## config.mk

```make
export PLATFORM = sky130hd
export DESIGN_NAME = fp_wb_arbiter
export DESIGN_NICKNAME = d
export VERILOG_FILES = /design/src/rtl/fp_wb_arbiter.sv
export SDC_FILE = /design/constraint.sdc
export NUM_CORES = 1
export LEC_CHECK = 0
export CAP_MARGIN = 15
export CORE_UTILIZATION = 52
export DETAILED_ROUTE_END_ITERATION = 8
export PLACE_DENSITY = 0.86
export SYNTH_ARGS = -nofsm -noshare
export SYNTH_HDL_FRONTEND = slang
export SYNTH_SLANG_ARGS = --single-unit
export TNS_END_PERCENT = 1
```

## constraint.sdc

```tcl
create_clock -name clk -period 2.8 [get_ports clk]
set_input_delay 0.56 -clock clk [delete_from_list [all_inputs] [get_ports clk]]
set_output_delay 0.56 -clock clk [all_outputs]
set_load 0.02 [all_outputs]
```

## src/rtl/fp_wb_arbiter.sv

```systemverilog
// rtl/fp_wb_arbiter.sv - FP writeback arbiter: pipelined/slow result merge, slow FIFO, pending scoreboard
//
// Ports:
//   clk, reset              clock; synchronous active-low reset
//   Fp_pipe_*_pi            pipelined FP unit result (always accepted)
//   Fp_slow_*_pi/_po        iterative FP unit result with ready handshake
//   Fp_issue_*_pi           decode issue of a slow op (sets scoreboard bit)
//   Fp_pending_po           per-register "awaiting slow result" scoreboard
//   Fp_pipe_stall_po        hold off pipelined issue while the FIFO is near full
//   Fp_we_po/destReg/writeData  registered FP register-file write port
//   Fp_fifo_count_po        slow-result FIFO occupancy
module fp_wb_arbiter #(
  parameter int DEPTH = 4,
  parameter int CW    = $clog2(DEPTH) + 1
) (
  input  logic          clk,
  input  logic          reset,
  input  logic          Fp_pipe_valid_pi,
  input  logic [4:0]    Fp_pipe_dest_pi,
  input  logic [31:0]   Fp_pipe_data_pi,
  input  logic          Fp_slow_valid_pi,
  output logic          Fp_slow_ready_po,
  input  logic [4:0]    Fp_slow_dest_pi,
  input  logic [31:0]   Fp_slow_data_pi,
  input  logic          Fp_issue_slow_pi,
  input  logic [4:0]    Fp_issue_dest_pi,
  output logic [31:0]   Fp_pending_po,
  output logic          Fp_pipe_stall_po,
  output logic          Fp_we_po,
  output logic [4:0]    Fp_destReg_po,
  output logic [31:0]   Fp_writeData_po,
  output logic [CW-1:0] Fp_fifo_count_po
);

  localparam int AW = (DEPTH > 1) ? $clog2(DEPTH) : 1;
  localparam logic [CW-1:0] FULL_CNT = CW'(DEPTH);
  localparam logic [CW-1:0] NEAR_CNT = CW'(DEPTH - 1);

  logic [4:0]    fifo_dest [DEPTH];
  logic [31:0]   fifo_data [DEPTH];
  logic [AW-1:0] rd_ptr;
  logic [AW-1:0] wr_ptr;
  logic [CW-1:0] count;

  logic          push;
  logic          pop;
  logic [4:0]    head_dest;
  logic [31:0]   head_data;
  logic [31:0]   pending_nxt;

  assign head_dest = fifo_dest[rd_ptr];
  assign head_data = fifo_data[rd_ptr];

  // Ready and stall look only at the registered count, so a full FIFO
  // refuses a push even in a cycle where it also drains an entry.
  assign Fp_slow_ready_po = reset && (count != FULL_CNT);
  assign Fp_pipe_stall_po = reset && (count >= NEAR_CNT);
  assign Fp_fifo_count_po = count;

  assign push = Fp_slow_valid_pi && Fp_slow_ready_po;
  // The pipelined unit has no backpressure, so it always wins the write port.
  assign pop  = !Fp_pipe_valid_pi && (count != '0);

  // Clear for the drained entry first, then set for a new issue, so that a
  // same-cycle set/clear of one register leaves it pending.
  always_comb begin
    pending_nxt = Fp_pending_po;
    if (pop) begin
      pending_nxt[head_dest] = 1'b0;
    end
    if (Fp_issue_slow_pi) begin
      pending_nxt[Fp_issue_dest_pi] = 1'b1;
    end
  end

  // Storage needs no reset: entries are only readable once pushed.
  always_ff @(posedge clk) begin
    if (push) begin
      fifo_dest[wr_ptr] <= Fp_slow_dest_pi;
      fifo_data[wr_ptr] <= Fp_slow_data_pi;
    end
  end

  always_ff @(posedge clk) begin
    if (!reset) begin
      rd_ptr          <= '0;
      wr_ptr          <= '0;
      count           <= '0;
      Fp_pending_po   <= '0;
      Fp_we_po        <= 1'b0;
      Fp_destReg_po   <= '0;
      Fp_writeData_po <= '0;
    end else begin
      if (push) begin
        wr_ptr <= wr_ptr + 1'b1;
      end
      if (pop) begin
        rd_ptr <= rd_ptr + 1'b1;
      end

      case ({push, pop})
        2'b10:   count <= count + 1'b1;
        2'b01:   count <= count - 1'b1;
        default: count <= count;
      endcase

      Fp_pending_po <= pending_nxt;

      if (Fp_pipe_valid_pi) begin
        Fp_we_po        <= 1'b1;
        Fp_destReg_po   <= Fp_pipe_dest_pi;
        Fp_writeData_po <= Fp_pipe_data_pi;
      end else if (pop) begin
        Fp_we_po        <= 1'b1;
        Fp_destReg_po   <= head_dest;
        Fp_writeData_po <= head_data;
      end else begin
        // Idle: drop the enable, leave the last destination/data on the bus.
        Fp_we_po <= 1'b0;
      end
    end
  end

endmodule

```

== Word level (Yosys, flattened, before mapping) ==
Memories as Yosys holds them, arrays and structs flattened. A register that Yosys moved wholly into a read port is not among the register bits.
Index checks and enable logic that the tools add are counted.
Widths: inputs -> output; s select.

* Bits in registers: 77
* Memory bits (writable): 148
* Input port bits: 84
* Output and inout port bits: 75
* Logic and storage cells: 53
* Memories: 2

* Add/sub/neg operators: 4
* Magnitude comparators: 5
* Equal/unequal tests: 3
* Mux-type cells: 19
* Bitwise logic cells: 3
* Reduce and logical (&&, ||, !) cells: 10

{| class="wikitable"
|+ Memory list
! memory !! words !! width !! read ports !! clocked after Yosys merged registers in !! write ports !! line !! text
|-
| fifo_data || 4 || 32 || 1 || 1 || 1 || 40 || <nowiki>logic [31:0] fifo_data [DEPTH];</nowiki>
|-
| fifo_dest || 4 || 5 || 1 || 1 || 1 || 39 || <nowiki>logic [4:0] fifo_dest [DEPTH];</nowiki>
|}

{| class="wikitable"
|+ Operators with widths
! kind !! number
|-
| $mux 32 || 4
|-
| $and 32x32->32 || 1
|-
| $not 32->32 || 1
|-
| $or 32x32->32 || 1
|-
| $lt 5x6->1 const B || 2
|-
| $demux 1 s5 || 2
|-
| $ge 5x1->1 const B || 2
|-
| $mux 5 || 2
|-
| $mux 2 || 4
|-
| $logic_and 1x1->1 || 6
|-
| $mux 1 || 6
|-
| $pmux 3 s2 || 1
|-
| $add 2x1->2 const B || 2
|-
| $reduce_bool 2->1 || 2
|-
| $add 3x1->3 const B || 1
|-
| $ge 3x2->1 const B || 1
|-
| $ne 3x3->1 const B || 1
|-
| $reduce_bool 3->1 || 1
|-
| $sub 3x1->3 const B || 1
|-
| $eq 2x1->1 const B || 1
|-
| $eq 2x2->1 const B || 1
|-
| $logic_not 1->1 || 1
|}

== Logic depth before layout (Yosys ltp) ==
* Word-level depth: 9
* Mapped depth: 10
* Mapped depth without buffers: 9

== Worst setup path before layout ==
Ideal clock, no wire load.

* Path type: reg-to-reg
* From: register count[2], in the netlist Fp_fifo_count_po[2]
* To: register count[2], in the netlist Fp_fifo_count_po[2]
* Setup time: 0.070 ns
* Arrival time: 2.512 ns
* Required time: 2.730 ns
* Slack: 0.217 ns
* Stages on the path, launching flop included: 11
* Buffers on the path: 1
* Period minus slack after synthesis: 2.583 ns
* Cell sequence: dfxtp_1 -> or3b_2 -> and3_1 -> clkbuf_1 -> inv_1 -> ha_1 -> inv_1 -> fa_1 -> xor2_1 -> or3_1 -> a21oi_1

* Longest elaborated chain between the ends: 5
* Elaborated cells on any way between the ends: 11
* Classes of those cells: 2 x add/sub; 3 x eq/ne; 1 x mux; 5 x reduce/logical

{| class="wikitable"
|+ Ends and longest elaborated chain
! item !! line !! text
|-
| start, declared || 43 || <nowiki>logic [CW-1:0] count;</nowiki>
|-
| start signal, assigned || 102 || <nowiki>2'b10: count <= count + 1'b1;</nowiki>
|-
| start signal, assigned || 103 || <nowiki>2'b01: count <= count - 1'b1;</nowiki>
|-
| start signal, assigned || 104 || <nowiki>default: count <= count;</nowiki>
|-
| $ne 3x3->1 || 56 || <nowiki>assign Fp_slow_ready_po = reset && (count != FULL_CNT);</nowiki>
|-
| $logic_and 1x1->1 || 56 ||
|-
| $logic_and 1x1->1 || 60 || <nowiki>assign push = Fp_slow_valid_pi && Fp_slow_ready_po;</nowiki>
|-
| $eq 2x1->1 or $eq 2x2->1 (tied branches) || 101 || <nowiki>case ({push, pop})</nowiki>
|-
| $pmux 3 s2 or $reduce_bool 2->1 (tied branches) || n/a ||
|}

Several ways; a longest one is shown, not always the timed one.
A chain may end at the register's enable or synchronous reset.

== Final worst setup path ==
* From: input port reset
* To: output port Fp_pipe_stall_po

* Longest elaborated chain between the ends: 1

{| class="wikitable"
|+ Ends and longest elaborated chain
! item !! line !! text
|-
| start, declared || 17 || <nowiki>input logic reset,</nowiki>
|-
| $logic_and 1x1->1 || 57 || <nowiki>assign Fp_pipe_stall_po = reset && (count >= NEAR_CNT);</nowiki>
|-
| end, declared || 28 || <nowiki>output logic Fp_pipe_stall_po,</nowiki>
|}

Every way passes these cells.

==> impl_metrics.csv <==
group,metric,value,unit
critical_path,crit_type,"in2out",
synthesis,synth.cells.most_frequent,"edfxtp_1 (148), a21oi_1 (130), dfxtp_1 (79), o21ai_0 (39), nand2_1 (38)",
critical_path,critPathSlowestCell,"clkdlybuf4s50_1",
placed_design,dp_hpwl,14400,um
timing,worst_pin_slew,0.650,ns
clock_network,clock-root-buffer,"clkbuf_16",
clock_network,postCtsSetupBuffers,0,
critical_path,crit_path_start_kind,"primary input",
critical_path,crit-reg2reg-launch,"Fp_fifo_count_po[0]",
critical_path,cpPeakStageDelay,0.65,ns
synthesis,syn_avg_cell_area,14.2,um2
placed_design,place_congestion,0.853,
synthesis,synth_edf_count,148,
placed_design,place.port_buffers,158,
critical_path,r2r-end,"Fp_fifo_count_po[2]",
final_layout,fin_util,69.4,%
critical_path,critPathMaxFanout,8,
synthesis,ys_seq_area_share,67.4,%
power,leakage,3.82,nW
floorplanning,core_area,0.0167,mm2
timing,fin_crit_sh,95.4,%
final_layout,drive_gt1_share,14.1,%
timing,drv_slew,0,
floorplanning,ios,159,
detailed_routing,post-route-drc-count,0,
timing,finalSetupViolations,0,
critical_path,critPathArrivalTime,2.11,ns
synthesis,yosysTopAreaCellShare,49.7,%
clock_network,clock_latency,0.50,ns
power,clkPwrFrac,33.6,%
synthesis,synthesis.nets,720,
power,vdd_drop_max,629,uV
detailed_routing,wire_per_inst,22.1,um
timing,relSlewSlack,56.5,%
critical_path,critPathCaptureType,"primary output",
timing,timing.setup.tns,0,ns
status,status,"finished, final reports clean",
synthesis,synth-seq-cells,227,
critical_path,cp_common_cell,"clkdlybuf4s50_1",
detailed_routing,routed_wl,22600,um
floorplanning,die_h,133,um
synthesis,yosys_warnings,0,
detailed_routing,vias,6270,
detailed_routing,ant_nets,0,
clock_network,cts_max_level,1,
min_path,hold_depth,2,
clock_network,cts_sinks,227,
clock_network,clk_pin_slew_worst_paths,0.06,ns
timing,fmaxAchievable,0.374,GHz
min_path,hold_path.class,"reg2reg",
synthesis,ys_types,36,
power,p_int,6.71,mW
floorplanning,die-area,0.0177,mm2
clock_network,cts_made_buffers,22,
min_path,hold_path.startpoint,"rd_ptr[1]",
synthesis,synth_area,0.00894,mm2
power,pwr-share-comb,24.5,%
global_routing,grt.total_usage,25.5,%
critical_path,reg2reg_slack,0.24,ns
synthesis,ys.flop_type,"edfxtp_1",
critical_path,cp.required,2.24,ns
global_routing,grt_pass1_wl,34500,um
timing,rsz0062_at_grt,"no",
synthesis,synth_cells,630,
final_layout,nets,874,
timing,fin_crit,2.67,ns
floorplanning,start_util,53.5,%
clock_network,tritoncts,"done",
critical_path,worstRegToRegCells,9,
synthesis,async_flop_share,0,%
clock_network,cts_buffer_depth,3,
global_routing,grt_max_degree,45,
timing,fin_skew,0.00932,ns
floorplanning,row_count,47,
global_routing,antenna_found_initial,3,
flow_run,cap_viol_max_count,0,
critical_path,path_cells,"clkdlybuf4s50_1, inv_1, nor2_1, clkdlybuf4s50_1",
floorplanning,die_w,133,um
power,p_sw_share,29.6,%
final_layout,area_growth,29.6,%
synthesis,yosys-top-cells-area,"edfxtp_1 (50%), dfxtp_1 (18%), mux4_2 (9.3%)",
synthesis,synth.most_common_cell,"edfxtp_1",
final_layout,fillers,1050,
power,p_seq_share,41.9,%
detailed_routing,initialDrtViolationCount,531,
power,p_switching,2.81,mW
synthesis,yosysTopAreaCell,"edfxtp_1",
power,p_per_area,821,mW/mm2
global_routing,first_global_vias,6264,
global_routing,gr-total-overflow,0,
detailed_routing,vias_per_cell,6.14,
detailed_routing,drtPass1Iterations,5,
timing,final_hold_viol_count,0,
[metrics by stage]
| step | hold WS, ns | cells | setup slack [ns] | cell area, um2 | power, mW |
|---|---|---|---|---|---|
| after floorplan | 0.455 | 630 | 0.217 | 8940 | 5.48 |
| after global placement | 0.457 | 980 | 0.197 | 10800 | 6.22 |
| after detailed placement | 0.482 | 980 | 0.0791 | 10800 | 6.34 |
| after CTS | 0.506 | 1020 | 0.0377 | 11600 | 9.53 |
| after global routing | 0.541 | 1020 | 0.0428 | 11600 | 9.84 |
| final | 0.512 | 1022 | 0.130 | 11600 | 9.52 |
[cell type report]
cell class	instances	area [um2]	area share [%]
multi-input cells	341	2660	23.0
well taps	220	275	2.38
clock buffers	27	621	5.36
clock inverters	13	174	1.50
inverters	10	37.5	0.324
flip-flops and latches	227	6030	52.0
repair buffers	182	1780	15.4
diodes	2	5.00	0.0432
[critical path, delay by kind of cell]
kind	cells	cell delay (ns)
buffers and inverters	3	1.38
AND/OR/NAND/NOR	1	0.16
[placed cells by master, fill, tap and decap left out, types with 2 or more instances in the layout]
master,instances
a21boi_0,16
a21oi_1,130
a311oi_1,32
and2_1,2
and2_2,4
and3_1,3
and3b_1,5
buf_12,2
buf_4,22
bufinv_16,4
clkbuf_16,23
clkbuf_8,3
clkdlybuf4s50_1,156
clkinv_1,3
clkinv_2,2
clkinvlp_4,2
dfxtp_1,76
dfxtp_2,3
diode_2,2
edfxtp_1,148
ha_1,5
inv_1,10
mux4_2,37
nand2_1,38
nor2_1,6
nor2b_1,2
nor3b_1,4
nor4b_4,2
o21ai_0,39
xor2_1,2
[state kept, by name, summed over array words and instances, names as in the netlist, named ones only]
signal	count
wr_ptr	2
Fp_pending_po	32
fifo_data	128
Fp_fifo_count_po	3
Fp_we_po	1
fifo_dest	20
Fp_destReg_po	5
Fp_writeData_po	32
rd_ptr	2
[cells by family after synthesis]
kind of cell,after synthesis,share of synthesized area [%]
flip-flops,227,67.4
AO/OA/AOI/OAI,219,14.1
AND/OR/NAND/NOR,76,4.95
buffers and inverters,62,2.97
multiplexers,38,9.43
adder cells (fa/ha/maj),6,0.924
XOR/XNOR,2,0.196
[routing by layer]
layer	global-route usage, %	routed length, um
met1	33.4	8690
met2	43.3	11200
met3	5.02	2130
met4	8.14	549
met5	0	13
[worst max-delay path by stage]
stage	from	endpoint	slack, ns	depth (start not counted)
after floorplan	Fp_fifo_count_po[2]	Fp_fifo_count_po[2]	0.22	10
after global placement	reset	Fp_fifo_count_po[2]	0.20	9
after detailed placement	reset	Fp_fifo_count_po[2]	0.08	9
after CTS	Fp_fifo_count_po[0]	Fp_slow_ready_po	0.04	3
after global routing	reset	Fp_pipe_stall_po	0.04	4
final	reset	Fp_pipe_stall_po	0.13	4
[timing repair]
item / 4_1_cts / 5_1_grt
gates resized for setup: 1 / 1
gates cloned: 0 / 0
endpoints found under the setup margin: 1 / 1
hold buffers: 0 / 0
[power by group through the flow]
stage | clock [mW] | sequential (mW) | combinational [mW]
floorplan | 0 | 4.12 | 1.36
global placement | 0 | 4.03 | 2.19
detailed placement | 0 | 4.05 | 2.29
CTS | 3.21 | 3.99 | 2.33
global route | 3.32 | 4.01 | 2.50
finish | 3.20 | 3.99 | 2.33
No activity file was read; power rests on OpenSTA's default activity.
